--- config.mk ---
export PLATFORM = sky130hd
export DESIGN_NAME = fft_frame_scheduler
export DESIGN_NICKNAME = d
export VERILOG_FILES = /design/src/rtl/fft_sched_pkg.sv /design/src/rtl/fft_frame_scheduler_rx.sv /design/src/rtl/fft_frame_scheduler.sv
export SDC_FILE = /design/constraint.sdc
export NUM_CORES = 1
export LEC_CHECK = 0
export CAP_MARGIN = 10
export CORE_MARGIN = 1.5
export CORE_UTILIZATION = 48
export CTS_BUF_LIST = sky130_fd_sc_hd__clkbuf_2
export CTS_CLUSTER_DIAMETER = 80
export DETAILED_ROUTE_END_ITERATION = 16
export PLACE_DENSITY = 0.79
export SLEW_MARGIN = 30
export SYNTH_ARGS = -nofsm -noshare
export SYNTH_HDL_FRONTEND = slang
export SYNTH_SLANG_ARGS = --single-unit
--- constraint.sdc ---
create_clock -name CLK -period 1.66 [get_ports CLK]
set_input_delay 0.166 -clock CLK [delete_from_list [all_inputs] [get_ports CLK]]
set_output_delay 0.166 -clock CLK [all_outputs]
set_load 0.1 [all_outputs]
--- src/rtl/fft_sched_pkg.sv ---
// Shared types and helpers for the FFT frame scheduler.
package fft_sched_pkg;

  typedef enum logic [1:0] {
    S_IDLE,
    S_LOAD,
    S_RUN,
    S_SEND
  } sched_state_t;

  typedef enum logic [2:0] {
    P_READ,
    P_LATCH,
    P_ISSUE,
    P_WAIT_HI,
    P_WAIT_LO
  } send_phase_t;

  localparam logic [3:0] LED_IDLE = 4'b0001;
  localparam logic [3:0] LED_LOAD = 4'b0010;
  localparam logic [3:0] LED_RUN  = 4'b0100;
  localparam logic [3:0] LED_SEND = 4'b1000;

  // Bytes that make up one real sample of the given width.
  function automatic int smp_bytes(input int width);
    return width / 8;
  endfunction

  // Bytes sent per complex result bin (real part then imaginary part).
  function automatic int res_bytes(input int width);
    return 2 * (width / 8);
  endfunction

endpackage

--- src/rtl/fft_frame_scheduler_rx.sv ---
// Builds signed samples from the MSB-first byte stream and numbers them within a frame.
module rx_sample_assembler
  import fft_sched_pkg::*;
#(
  parameter int bit_width = 24,
  parameter int N         = 16,
  parameter int LOGN      = $clog2(N)
) (
  input  logic                 clk,
  input  logic                 rst_n,
  input  logic                 en,
  input  logic                 rx_valid,
  input  logic [7:0]           rx_byte,
  output logic                 smp_valid,
  output logic [bit_width-1:0] smp_data,
  output logic [LOGN-1:0]      smp_idx,
  output logic                 frame_done
);

  localparam int SMP_BYTES = smp_bytes(bit_width);
  localparam int BCNT_W    = (SMP_BYTES > 1) ? $clog2(SMP_BYTES) : 1;

  logic [BCNT_W-1:0]    byte_cnt;
  logic [LOGN-1:0]      smp_cnt;
  logic [bit_width-1:0] shift_next;
  logic                 accept;
  logic                 last_byte;

  assign accept    = en && rx_valid;
  assign last_byte = (byte_cnt == BCNT_W'(SMP_BYTES - 1));

  generate
    if (bit_width > 8) begin : g_multi
      logic [bit_width-9:0] partial_q;

      // Keep the leading bytes of the sample currently being received.
      always_ff @(posedge clk) begin
        if (!rst_n) begin
          partial_q <= '0;
        end else if (accept) begin
          partial_q <= shift_next[bit_width-9:0];
        end
      end

      assign shift_next = {partial_q, rx_byte};
    end else begin : g_single
      assign shift_next = rx_byte;
    end
  endgenerate

  // Count bytes per sample, emit the sample strobe, and flag the last sample of the frame.
  always_ff @(posedge clk) begin
    if (!rst_n) begin
      byte_cnt   <= '0;
      smp_cnt    <= '0;
      smp_valid  <= 1'b0;
      smp_data   <= '0;
      smp_idx    <= '0;
      frame_done <= 1'b0;
    end else begin
      smp_valid  <= 1'b0;
      frame_done <= 1'b0;
      if (frame_done) begin
        smp_idx <= '0;
      end
      if (accept) begin
        if (last_byte) begin
          byte_cnt   <= '0;
          smp_valid  <= 1'b1;
          smp_data   <= shift_next;
          smp_idx    <= smp_cnt;
          smp_cnt    <= smp_cnt + 1'b1;
          frame_done <= (smp_cnt == LOGN'(N - 1));
        end else begin
          byte_cnt <= byte_cnt + 1'b1;
        end
      end
    end
  end

endmodule

--- src/rtl/fft_frame_scheduler.sv ---
// Frame sequencer: loads N samples from the UART, runs the FFT, and streams all results back out.
module fft_frame_scheduler
  import fft_sched_pkg::*;
#(
  parameter int bit_width = 24,
  parameter int N         = 16,
  parameter int LOGN      = $clog2(N)
) (
  input  logic                 CLK,
  input  logic                 RST_N,
  input  logic                 enable,
  input  logic                 rx_valid,
  input  logic [7:0]           rx_byte,
  output logic                 smp_valid,
  output logic [bit_width-1:0] smp_data,
  output logic [LOGN-1:0]      smp_idx,
  output logic                 fft_start,
  input  logic                 fft_done,
  output logic                 res_rd_en,
  output logic [LOGN-1:0]      res_rd_addr,
  input  logic [bit_width-1:0] res_re,
  input  logic [bit_width-1:0] res_im,
  output logic                 tx_start,
  output logic [7:0]           tx_byte,
  input  logic                 tx_busy,
  output logic                 rx_drop,
  output logic [3:0]           led
);

  localparam int RES_W    = 2 * bit_width;
  localparam int TX_BYTES = res_bytes(bit_width);
  localparam int TXC_W    = $clog2(TX_BYTES);

  sched_state_t state_q, state_d;
  send_phase_t  phase_q, phase_d;

  logic              frame_done;
  logic [RES_W-1:0]  res_shift;
  logic [TXC_W-1:0]  tx_cnt_q;
  logic              last_tx_byte;
  logic              last_bin;

  assign last_tx_byte = (tx_cnt_q == TXC_W'(TX_BYTES - 1));
  assign last_bin     = (res_rd_addr == LOGN'(N - 1));

  rx_sample_assembler #(
    .bit_width (bit_width),
    .N         (N),
    .LOGN      (LOGN)
  ) u_rx_asm (
    .clk        (CLK),
    .rst_n      (RST_N),
    .en         (state_q == S_LOAD),
    .rx_valid   (rx_valid),
    .rx_byte    (rx_byte),
    .smp_valid  (smp_valid),
    .smp_data   (smp_data),
    .smp_idx    (smp_idx),
    .frame_done (frame_done)
  );

  // Frame state and send sub-phase registers.
  always_ff @(posedge CLK) begin
    if (!RST_N) begin
      state_q <= S_IDLE;
      phase_q <= P_READ;
    end else begin
      state_q <= state_d;
      phase_q <= phase_d;
    end
  end

  // Next-state logic for the frame sequence and the per-byte TX handshake, plus the LED map.
  always_comb begin
    state_d = state_q;
    phase_d = phase_q;
    led     = LED_IDLE;
    case (state_q)
      S_IDLE: begin
        led = LED_IDLE;
        if (enable) begin
          state_d = S_LOAD;
        end
      end
      S_LOAD: begin
        led = LED_LOAD;
        if (frame_done) begin
          state_d = S_RUN;
        end
      end
      S_RUN: begin
        led = LED_RUN;
        if (fft_done) begin
          state_d = S_SEND;
          phase_d = P_READ;
        end
      end
      S_SEND: begin
        led = LED_SEND;
        case (phase_q)
          P_READ:    phase_d = P_LATCH;
          P_LATCH:   phase_d = P_ISSUE;
          P_ISSUE:   if (!tx_busy) phase_d = P_WAIT_HI;
          P_WAIT_HI: if (tx_busy) phase_d = P_WAIT_LO;
          P_WAIT_LO: begin
            if (!tx_busy) begin
              if (!last_tx_byte) begin
                phase_d = P_ISSUE;
              end else begin
                phase_d = P_READ;
                if (last_bin) begin
                  state_d = S_IDLE;
                end
              end
            end
          end
          default:   phase_d = P_READ;
        endcase
      end
      default: begin
        state_d = S_IDLE;
        phase_d = P_READ;
      end
    endcase
  end

  // Registered strobes, result read addressing, result shift register and byte counter.
  always_ff @(posedge CLK) begin
    if (!RST_N) begin
      fft_start   <= 1'b0;
      rx_drop     <= 1'b0;
      res_rd_en   <= 1'b0;
      res_rd_addr <= '0;
      tx_start    <= 1'b0;
      tx_byte     <= '0;
      res_shift   <= '0;
      tx_cnt_q    <= '0;
    end else begin
      fft_start <= (state_q == S_LOAD) && frame_done;
      rx_drop   <= rx_valid && (state_q != S_LOAD);
      tx_start  <= 1'b0;
      res_rd_en <= 1'b0;

      if ((state_q == S_RUN) && fft_done) begin
        res_rd_en   <= 1'b1;
        res_rd_addr <= '0;
      end

      if (state_q == S_SEND) begin
        case (phase_q)
          P_LATCH: begin
            res_shift <= {res_re, res_im};
            tx_cnt_q  <= '0;
          end
          P_ISSUE: begin
            if (!tx_busy) begin
              tx_start  <= 1'b1;
              tx_byte   <= res_shift[RES_W-1 -: 8];
              res_shift <= {res_shift[RES_W-9:0], 8'h00};
            end
          end
          P_WAIT_LO: begin
            if (!tx_busy) begin
              if (!last_tx_byte) begin
                tx_cnt_q <= tx_cnt_q + 1'b1;
              end else if (last_bin) begin
                res_rd_addr <= '0;
              end else begin
                res_rd_addr <= res_rd_addr + 1'b1;
                res_rd_en   <= 1'b1;
              end
            end
          end
          default: begin
          end
        endcase
      end
    end
  end

endmodule

# After elaboration in Yosys (flattened, before gate mapping)
# Index checks and enable logic that the tools add are counted.
# word_totals
regBits	124
in_bits	62
output_inout_bits	49
elab_cells	104
# op_classes
addsub	4
n_eq_ne	25
muxes	39
bitwise_logic	1
reduce_logical	18
# ops
cell	n
$pmux 48 s2	1
$mux 48	1
$mux 4	9
$mux 2	9
$mux 3	6
$ne 2x2->1 const B	9
$pmux 4 s4	1
$pmux 3 s5	1
$pmux 3 s2	2
$reduce_and 3->1	4
$ne 3x3->1 const B	3
$add 4x1->4 const B	2
$eq 4x4->1 const B	2
$mux 1	8
$pmux 2 s4	1
$reduce_and 7->1	1
$eq 2x2->1 const B	3
$eq 3x2->1 const B	2
$eq 3x3->1 const B	2
$reduce_bool 2->1	3
$reduce_and 5->1	1
$logic_and 1x1->1	4
$ne 2x1->1 const B	2
$reduce_and 2->1	2
8 further kinds	8

# Logic depth before layout (Yosys ltp)
# Gate-level depths: netlist of the first run.
# logic_depth
ltp_word	8
mapped_depth	8
mapped_depth_nobuf	6

# Modules after synthesis
# From an unflattened synthesis of the first run, not the netlist that was laid out.
# hier_totals
cells_unflattened	592
hier_area_um2	5439.0
# by_module_without_submodules
mod	n_inst	cells_per_inst	area_per_inst_um2	seq_area_each_um2
fft_frame_scheduler	1	368	3454.6	1441.4
rx_sample_assembler	1	224	1984.4	1041.0

# Least setup slack after synthesis of the first run
# No wires, ideal clock.
# synth_timing
kind	flip-flop to flip-flop
from	reg state_q[0]
to	reg res_shift[0]
setup_time_ns	0.128
arrival_time_ns	2.244
required_ns	1.532
path_slack_ns	-0.711
stages_incl_launch_ff	7
path_buffers	1
period_less_slack_ns	2.371
cell_sequence	dfxtp_1 -> ha_1 -> nor2b_2 -> clkbuf_1 -> o21ai_2 -> a22oi_1 -> nor2_1
# synth_via
elab_chain_cells	2
# synth_rtl
item	line	source
from (decl)	fft_frame_scheduler.sv:34	sched_state_t state_q, state_d;
from (signal assigned)	fft_frame_scheduler.sv:68	state_q <= state_d;
$eq 2x2->1	fft_frame_scheduler.sv:149	if (state_q == S_SEND) begin
$reduce_and 3->1 (no line)	-	
to (signal assigned)	fft_frame_scheduler.sv:152	res_shift <= {res_re, res_im};
to (signal assigned)	fft_frame_scheduler.sv:159	res_shift <= {res_shift[RES_W-9:0], 8'h00};
to (decl)	fft_frame_scheduler.sv:38	logic [RES_W-1:0] res_shift;
# Every way passes these cells.
# A chain may end at the register's enable or synchronous reset.

# Final worst setup path of the first run
# layout_timing
from	reg state_q[0]
to	reg phase_q[0]
# layout_via
elab_chain_cells	3
word_cells_on_any_way	9
cone_classes	eq/ne: 6; mux: 1; reduce/logical: 2
# layout_rtl
item	line	source
$eq 2x2->1	fft_frame_scheduler.sv:78	case (state_q)
$ne 3x3->1 (no line) (tied with other cells)	-	
$reduce_and 5->1 (no line)	-	
to (signal assigned)	fft_frame_scheduler.sv:69	phase_q <= phase_d;
to (decl)	fft_frame_scheduler.sv:35	send_phase_t phase_q, phase_d;
# Parallel ways exist; a longest one is shown, timed or not.

==> qor.txt, run 1 <==
Worst-case clock buffer depth: 2
Max Slew Vio Count: 0
Initial antenna violation count: 1
Failing checks: setup timing
Hold Violations, Final: 0
Pwr dens: 913 nW/µm²
Filler cell count in the final layout: 745
Worst slack, placed: -0.187 ns
Row count: 37
EDFF count, synth: 0
Total track usage: 0.231
First-pass GRT wire length: 20.9 mm
Post-Syn Area per Cell: 9.07 µm²
Routed length per instance: 15.5 µm
Util after Layout: 0.717
Clock Sink Count: 124
Clk_lat worst skew: 0.67 ns
Top cell type by total area after synthesis: dfxtp_1
Yosys warnings: 0
Post-synthesis sequential area ratio: 0.476
Hold crit path type: in2reg
Most frequent cell after synthesis: dfxtp_1
Share of cells above drive strength 1: 0.256
Area growth from synthesis to layout: 43.2%
Setup Skew: 0.0346 ns
Synth top area share: 0.476
Initial core utilization: 0.501
Status: finished, violations left
Final setup margin: -0.136 ns
CP required: 2.25 ns
Cts bufs inserted: 17
Final HPWL DP: 8.99 mm
Post-route DRC: 0
Post-synth ARST share: 0
Core Box Area: 10400 µm²
Critical Path Source Type: register
Die width: 107 µm
Die Height: 107 µm
1st-iter DRT viols: 350
Seq cells post-synth: 124
PortBufs: 110
Post-Route WL: 13.3 mm
Clk slew on worst S/H paths: 0.18 ns
Netlist cell types: 48
Final #Nets: 779
Most used DFF post-synth: dfxtp_1
H-tree depth: 4
CP arrival: 2.39 ns
CTS tree: done
Synth area leaders: dfxtp_1, mux2i_1, nand2_1, a211oi_2, a21oi_1
Syn Inst Count: 575
Post-synth top cells: dfxtp_1, nand2_1, a21oi_1, nor2_1, mux2i_1
Slew HR: 0.713
Max-Cap Viols: 0
Crit path kind: reg2reg
Gr ovfl total: 0
ANT nets after route: 0
Fin Setup TNS: -0.431 ns
FMAX: 0.557 GHz
Pin slew with the least headroom to its limit: 0.431 ns
Final setup violation count: 8
CTS root buffer: clkbuf_2
Vias in the first global route: 4459
Largest net degree at the start of global routing: 43
Vias: 4649
IO Pins: 111
Worst setup EP type: register
First-pass DRT Iterations: 5
Die area: 11500 µm²
Largest fanout on the critical path: 3
Syn nets: 647
Crit share post-route: 1.08
Gp weighted congestion: 0.840
VDD IR max: 1.27 mV
Leakage power: 2.59 nW
Post-route minimum period: 1.80 ns
Mapped Area: 5220 µm²
Via-to-Cell Ratio: 5.42
RSZ-0062 raised after global routing: yes
layout make-up:
class,count,area [µm²],share of cell area
diodes,1,2.50,0.000335
well taps,136,170,0.0228
repair buffers,156,1880,0.251
inverters,7,33.8,0.00452
clock inverters,15,195,0.0261
multi-input cells,401,2610,0.349
clock buffers,17,85.1,0.0114
flip-flops and latches,124,2500,0.335
worst max-delay path: stages (launching register included):
cell and delay (ns):
dfxtp_4 0.42, inv_4 0.04, ha_1 0.22, nand2b_1 0.17, a32o_2 0.24, or4b_1 0.50
a21oi_2 0.16
path summary, 6_finish.rpt:
check,cells after the start,from,end,slack (ns)
min reg2reg,2,u_rx_asm.g_multi.partial_q[7]$_SDFFE_PN0P_,u_rx_asm.g_multi.partial_q[15]$_SDFFE_PN0P_,0.47
min,3,rx_byte[4],u_rx_asm.g_multi.partial_q[4]$_SDFFE_PN0P_,0.07
max,6,state_q[0]$_SDFFE_PN0P_,phase_q[0]$_SDFFE_PN0P_,-0.14
max reg2reg,6,state_q[0]$_SDFFE_PN0P_,phase_q[0]$_SDFFE_PN0P_,-0.14
cells in the final DEF, fill, tap and decap left out, types with 3 or more instances in the layout:
cell type | netlist | layout
dfxtp_2 | 0 | 6
ha_4 | 0 | 4
mux2i_1 | 44 | 44
buf_6 | 2 | 3
inv_1 | 6 | 4
o21ai_0 | 4 | 4
a21oi_2 | 0 | 7
nand3b_1 | 4 | 4
nand2_1 | 111 | 111
xor2_1 | 3 | 3
clkdlybuf4s50_1 | 0 | 61
nor2_1 | 56 | 55
clkinvlp_4 | 0 | 3
nand4_1 | 3 | 3
a211oi_1 | 14 | 14
buf_12 | 0 | 38
ha_1 | 10 | 5
dfxtp_1 | 124 | 116
a21oi_1 | 64 | 57
or3_1 | 3 | 3
bufinv_16 | 0 | 4
a22oi_1 | 8 | 8
a211oi_2 | 26 | 26
buf_4 | 7 | 49
clkbuf_2 | 0 | 17
nand3_1 | 17 | 17
nor3b_2 | 2 | 3
inv_4 | 0 | 3
nand2b_1 | 3 | 3
kinds of logic after synthesis:
group,after synthesis,share of synthesized area
DFF,124,0.476
AOI/OAI and AO/OA,127,0.177
xor gates and xnor gates,5,0.00840
adders and majority gates,10,0.0240
buffers and inverters,50,0.0470
and+or+nand+nor,215,0.183
muxes,44,0.0845
power breakdown:
part | internal [W] | switching (W) | leakage (nW) | total (W)
registers | 0.00306 | 0.0000723 | 1.00 | 0.00313
clock network | 0.000986 | 0.00116 | 0.156 | 0.00215
logic | 0.000695 | 0.000848 | 1.43 | 0.00154
flip-flops by register name, indices dropped and copies added (netlist names), 2 cells and up:
signal	flops
u_rx_asm.smp_data	24
res_rd_addr	4
state_q	2
u_rx_asm.byte_cnt	2
u_rx_asm.g_multi.partial_q	16
tx_byte	8
u_rx_asm.smp_cnt	4
phase_q	3
u_rx_asm.smp_idx	4
res_shift	48
tx_cnt_q	3
per-stage QoR:
step,area (µm²),hold slack [ns],total power [W],instances
2_1_floorplan,5250,0.280,0.00396,575
5_1_grt,7470,-0.0103,0.00712,857
4_1_cts,7330,0.00328,0.00680,850
6_report,7470,0.0676,0.00682,857
3_5_place_dp,6930,0.446,0.00453,814
3_3_place_gp,6930,0.442,0.00450,814
metal layers:
layer | up-vias | GRT usage | part of all wire
met1 | 2205 | 0.287 | 0.43
li1 | 2258 | - | -
met5 | - | 0 | 0
met4 | 0 | 0.0771 | 0.018
met2 | 164 | 0.383 | 0.49
met3 | 22 | 0.0681 | 0.055
repair_timing:
action                                  4_1_cts  5_1_grt
gates resized for setup                      16       13
pin swaps                                     2        3
setup buffers                                 3        2
endpoints found under the setup margin       15       60
hold buffers                                  0        2
endpoints found under the hold margin         0        2
cloned                                        1        2
Note: power is estimated with default switching activity, not from simulation.
==> run 2: changes to the inputs <==
- HOLD_SLACK_MARGIN: not set -> 0.02
==> qor.txt, run 2 (same netlist as run 1, synthesis figures left out) <==
Largest net degree at the start of global routing: 43
Initial antenna violation count: 1
Cell internal pwr: 0.00474 W
CTS root buffer: clkbuf_2
Max-Cap Viols: 0
Final setup violation count: 8
First-pass DRT Iterations: 7
Share of cells above drive strength 1: 0.254
CP arrival: 2.40 ns
Hold Violations, Final: 0
Critical R2R Launch: state_q[0]$_SDFFE_PN0P_
Clock Sink Count: 124
Post-route minimum period: 1.79 ns
Post-route DRC: 0
Post-Route WL: 13.3 mm
Initial core utilization: 0.501
Vias in the first global route: 4488
Final instance area: 7510 µm²
PortBufs: 110
Top reg by flops: res_shift
Hold crit path type: in2reg
Final setup margin: -0.132 ns
Row count: 37
CTS tree: done
Via-to-Cell Ratio: 5.40
IO Pins: 111
Leakage power: 2.61 nW
Placed cell area: 6930 µm²
Die Height: 107 µm
Hold wc startpoint: rx_byte[5]
Die area: 11500 µm²
Gp weighted congestion: 0.840
Filler cell count in the final layout: 738
Pwr dens: 909 nW/µm²
Critical Path Source Type: register
Final cell count without fillers: 861
Switching pwr: 0.00208 W
Gr ovfl total: 0
CP required: 2.27 ns
RSZ-0062 raised after global routing: yes
Design Power: 0.00682 W
Worst setup EP type: register
Final HPWL DP: 8.99 mm
ANT nets after route: 0
Util after Layout: 0.721
Core Box Area: 10400 µm²
Reg power frac: 0.458
Most common cell after layout, fill and taps aside: dfxtp_1
Vias: 4653
First-pass GRT wire length: 21.0 mm
Clock share of power: 0.315
Worst-case clock buffer depth: 2
Slew HR: 0.699
Final #Nets: 783
Clk_lat worst skew: 0.68 ns
Area growth from synthesis to layout: 43.9%
Largest fanout on the critical path: 3
Worst slack, placed: -0.187 ns
Crit path kind: reg2reg
Setup Skew: 0.0335 ns
Failing checks: setup timing
Cts bufs inserted: 17
VDD IR max: 1.27 mV
Combinational Power Share: 0.226
Biggest registers after layout: res_shift (48), u_rx_asm.smp_data (24), u_rx_asm.g_multi.partial_q (16)
Crit share post-route: 1.08
Sw frac: 0.305
Clk slew on worst S/H paths: 0.19 ns
Multi-input gate area: 2610 µm²
Max Slew Vio Count: 0
Status: finished, violations left
Commonest non-fill, non-tap cells in the layout: dfxtp_1, nand2_1, clkdlybuf4s50_1
Reg area: 2500 µm²
H-tree depth: 4
Total track usage: 0.232
Die width: 107 µm
Pin slew with the least headroom to its limit: 0.451 ns
FMAX: 0.558 GHz
Routed length per instance: 15.5 µm
Worst setup path start: state_q[0]$_SDFFE_PN0P_
Max reg flops: 48
1st-iter DRT viols: 352
Inst Count DP: 814
==> run 2: cell types whose count changed in the layout (fill, tap and decap cells not counted), sizes merged <==
cell / previous run / this run
dlygate4sd3: 2 / 6
==> run 2: routing by layer <==
layer	share of wire	vias to the layer above	track usage
met5	0	-	0
met4	0.023	0	0.0771
met3	0.051	27	0.0675
met2	0.49	139	0.385
met1	0.43	2220	0.289
li1	-	2267	-
==> run 2: worst max-delay path, cell delays in order (launching register included) <==
cell and delay (ns):
dfxtp_4 0.42, inv_4 0.04, ha_1 0.22, nand2b_1 0.17, a32o_2 0.24, or4b_1 0.50
a21oi_2 0.16
==> run 2: repair_timing <==
item | 4_1_cts | 5_1_grt
hold buffers | 5 | 1
endpoints found under the hold margin | 8 | 1
resized for setup | 16 | 13
endpoints found under the setup margin | 15 | 60
setup buffers | 3 | 2
cloned | 1 | 2
pin swaps | 2 | 3
==> run 2: final timing paths <==
path	to	slack (ns)	cells past startpoint
max	phase_q[0]$_SDFFE_PN0P_	-0.13	6
min	u_rx_asm.g_multi.partial_q[5]$_SDFFE_PN0P_	0.08	3
max reg2reg	phase_q[0]$_SDFFE_PN0P_	-0.13	6
min reg2reg	u_rx_asm.smp_data[13]$_SDFFE_PN0P_	0.47	2
==> run 2: area by class of cell <==
class / count / area share
multi-input cells: 401 / 0.347
repair buffers: 160 / 0.255
well taps: 136 / 0.0227
diodes: 1 / 0.000333
flip-flops and latches: 124 / 0.333
clock inverters: 15 / 0.0260
inverters: 7 / 0.00450
clock buffers: 17 / 0.0113
==> run 2: power by group through the flow <==
stage	Sequential (W)	Combinational [W]	Clock [W]
floorplan	0.00322	0.000745	0
global placement	0.00317	0.00132	0
detailed placement	0.00318	0.00135	0
CTS	0.00312	0.00150	0.00219
global route	0.00314	0.00165	0.00234
finish	0.00313	0.00155	0.00215
==> run 2: through the flow <==
stage	hold WS (ns)	TNS (ns)
floorplan	0.280	-0.0221
global placement	0.442	-0.747
detailed placement	0.446	-6.29
CTS	0.0353	-0.766
global route	0.0124	-2.57
finish	0.0799	-0.522
==> run 3: changes to the inputs <==
- ABC_AREA: not set -> 1
- PLACE_DENSITY: 0.79 -> 0.78
==> qor.txt, run 3 <==
ANT nets after route: 0
Reg power frac: 0.435
Inst Count DP: 973
Crit path kind: reg2out
Pwr dens: 1080 nW/µm²
Largest net degree at the start of global routing: 105
CP required: 1.49 ns
Most frequent cell after synthesis: nor2_1
Biggest registers after layout: res_shift (48), u_rx_asm.smp_data (24), u_rx_asm.g_multi.partial_q (16)
Initial antenna violation count: 0
Max Slew Vio Count: 0
Ant diodes: 0
Mapped Area: 5480 µm²
Hold path depth: 3
Pin slew with the least headroom to its limit: 0.459 ns
Final setup margin: -0.000827 ns
Syn Inst Count: 741
Switching pwr: 0.00312 W
CP arrival: 1.49 ns
Filler cell count in the final layout: 896
Synth area leaders: dfxtp_1, nor2_1, o21ai_0, nand2_1, nor2_2
Syn nets: 813
First-pass GRT wire length: 20.7 mm
Commonest non-fill, non-tap cells in the layout: nor2_1, dfxtp_1, o21ai_0
Final instance area: 7310 µm²
Final setup violation count: 1
Flop-to-flop setup slack: 0.03 ns
Final cell count without fillers: 1020
Die Height: 110 µm
Multi-input gate area: 2500 µm²
Initial core utilization: 0.499
Via-to-Cell Ratio: 4.97
PortBufs: 110
Gr ovfl total: 0
Reg2Reg Depth: 7
CTS tree: done
Worst setup EP type: output port
Routed length per instance: 13.0 µm
Hold Violations, Final: 0
FMAX: 0.602 GHz
Total track usage: 0.217
Post-synthesis sequential area ratio: 0.453
Yosys warnings: 0
Clk slew on worst S/H paths: 0.22 ns
RSZ-0062 raised after global routing: yes
Clock Sink Count: 124
Most common cell after layout, fill and taps aside: nor2_1
Vias: 5070
Post-Route WL: 13.2 mm
Row count: 38
Die width: 110 µm
Area growth from synthesis to layout: 33.3%
Vias in the first global route: 4686
Post-synth top cells: nor2_1, dfxtp_1, o21ai_0, nand2_1, inv_1
EDFF count, synth: 0
First-pass DRT Iterations: 5
Combinational Power Share: 0.333
Largest fanout on the critical path: 4
Netlist cell types: 35
Final #Nets: 939
Util after Layout: 0.665
1st-iter DRT viols: 317
Critical Path Source Type: register
Clock share of power: 0.232
CTS root buffer: clkbuf_2
Synth top area share: 0.453
Fin Setup TNS: -0.000827 ns
Post-synth ARST share: 0
Slew HR: 0.693
Hold Worst Slack: 0.0821 ns
Top reg by flops: res_shift
Sw frac: 0.395
Die area: 12100 µm²
Cts bufs inserted: 17
Most used DFF post-synth: dfxtp_1
Setup Skew: 0.0384 ns
Max reg flops: 48
Seq cells post-synth: 124
Share of cells above drive strength 1: 0.215
Hold crit path type: in2reg
Post-route minimum period: 1.66 ns
Top cell type by total area after synthesis: dfxtp_1
Core Box Area: 11000 µm²
IO Pins: 111
Failing checks: setup timing
Post-Syn Area per Cell: 7.40 µm²
Reg area: 2500 µm²
Placed cell area: 6850 µm²
Status: finished, violations left
Final HPWL DP: 8.67 mm
Worst-case clock buffer depth: 2
Gp weighted congestion: 0.800
Crit share post-route: 1.00
H-tree depth: 4
Cell internal pwr: 0.00479 W
VDD IR max: 0.741 mV
Max-Cap Viols: 0
Clk_lat worst skew: 0.64 ns
Leakage power: 3.21 nW
Post-route DRC: 0
-- run 3: cell families after synthesis --
family / synth area share
flip-flops: 0.453
buffers and inverters: 0.104
XOR/XNOR: 0.00320
AND/OR/NAND/NOR: 0.268
AO/OA/AOI/OAI: 0.149
adder cells (fa/ha/maj): 0.0228
-- run 3: power groups by stage --
stage          Clock (W)  Combinational [W]  Sequential, W
3_3_place_gp           0            0.00232        0.00346
4_1_cts          0.00188            0.00249        0.00343
2_1_floorplan          0            0.00150        0.00369
3_5_place_dp           0            0.00238        0.00348
6_report         0.00184            0.00263        0.00344
5_1_grt          0.00201            0.00286        0.00347
-- run 3: layer usage --
metal / track usage / part of all wire / vias to the layer above
met2: 0.380 / 0.50 / 135
li1: - / - / 2608
met1: 0.264 / 0.43 / 2312
met4: 0.0751 / 0.0095 / 0
met5: 0 / 0 / -
met3: 0.0427 / 0.053 / 15
-- run 3: cell type report --
| cell class | count | area share |
|---|---|---|
| Timing Repair Buffer | 145 | 0.220 |
| Multi-Input combinational cell | 505 | 0.342 |
| Sequential cell | 124 | 0.342 |
| Clock buffer | 18 | 0.0123 |
| Clock inverter | 14 | 0.0183 |
| Tap cell | 140 | 0.0240 |
| Inverter | 74 | 0.0416 |
-- run 3: timing repair --
| item | in CTS | in global routing |
|---|---|---|
| hold endpoints to repair | 44 | 0 |
| gates resized for setup | 10 | 12 |
| endpoints found under the setup margin | 7 | 92 |
| hold buffers | 2 | 0 |
| buffers inserted | 4 | 7 |
| pin swaps | 4 | 4 |
| gates cloned | 0 | 2 |
-- run 3: critical path, stage by stage (launching register included) --
cell and delay [ns]:
dfxtp_4 0.42, buf_6 0.12, ha_4 0.15, buf_12 0.16
-- run 3: final timing paths --
path / endpoint / startpoint
worst min-delay path: res_shift[3]$_SDFFE_PN0P_ / res_im[3]
worst max register to register: u_rx_asm.smp_cnt[1]$_SDFFE_PN0P_ / state_q[1]$_SDFFE_PN0P_
worst max-delay path: led[2] / state_q[1]$_SDFFE_PN0P_
worst min register to register: tx_byte[6]$_SDFFE_PN0P_ / res_shift[46]$_SDFFE_PN0P_
-- run 3: per-stage QoR --
step | total power, W | setup WS (ns)
global route | 0.00833 | -0.101
CTS | 0.00780 | -0.0361
detailed placement | 0.00585 | 0.0240
global placement | 0.00579 | 0.0560
floorplan | 0.00519 | -0.0663
finish | 0.00791 | -0.000827
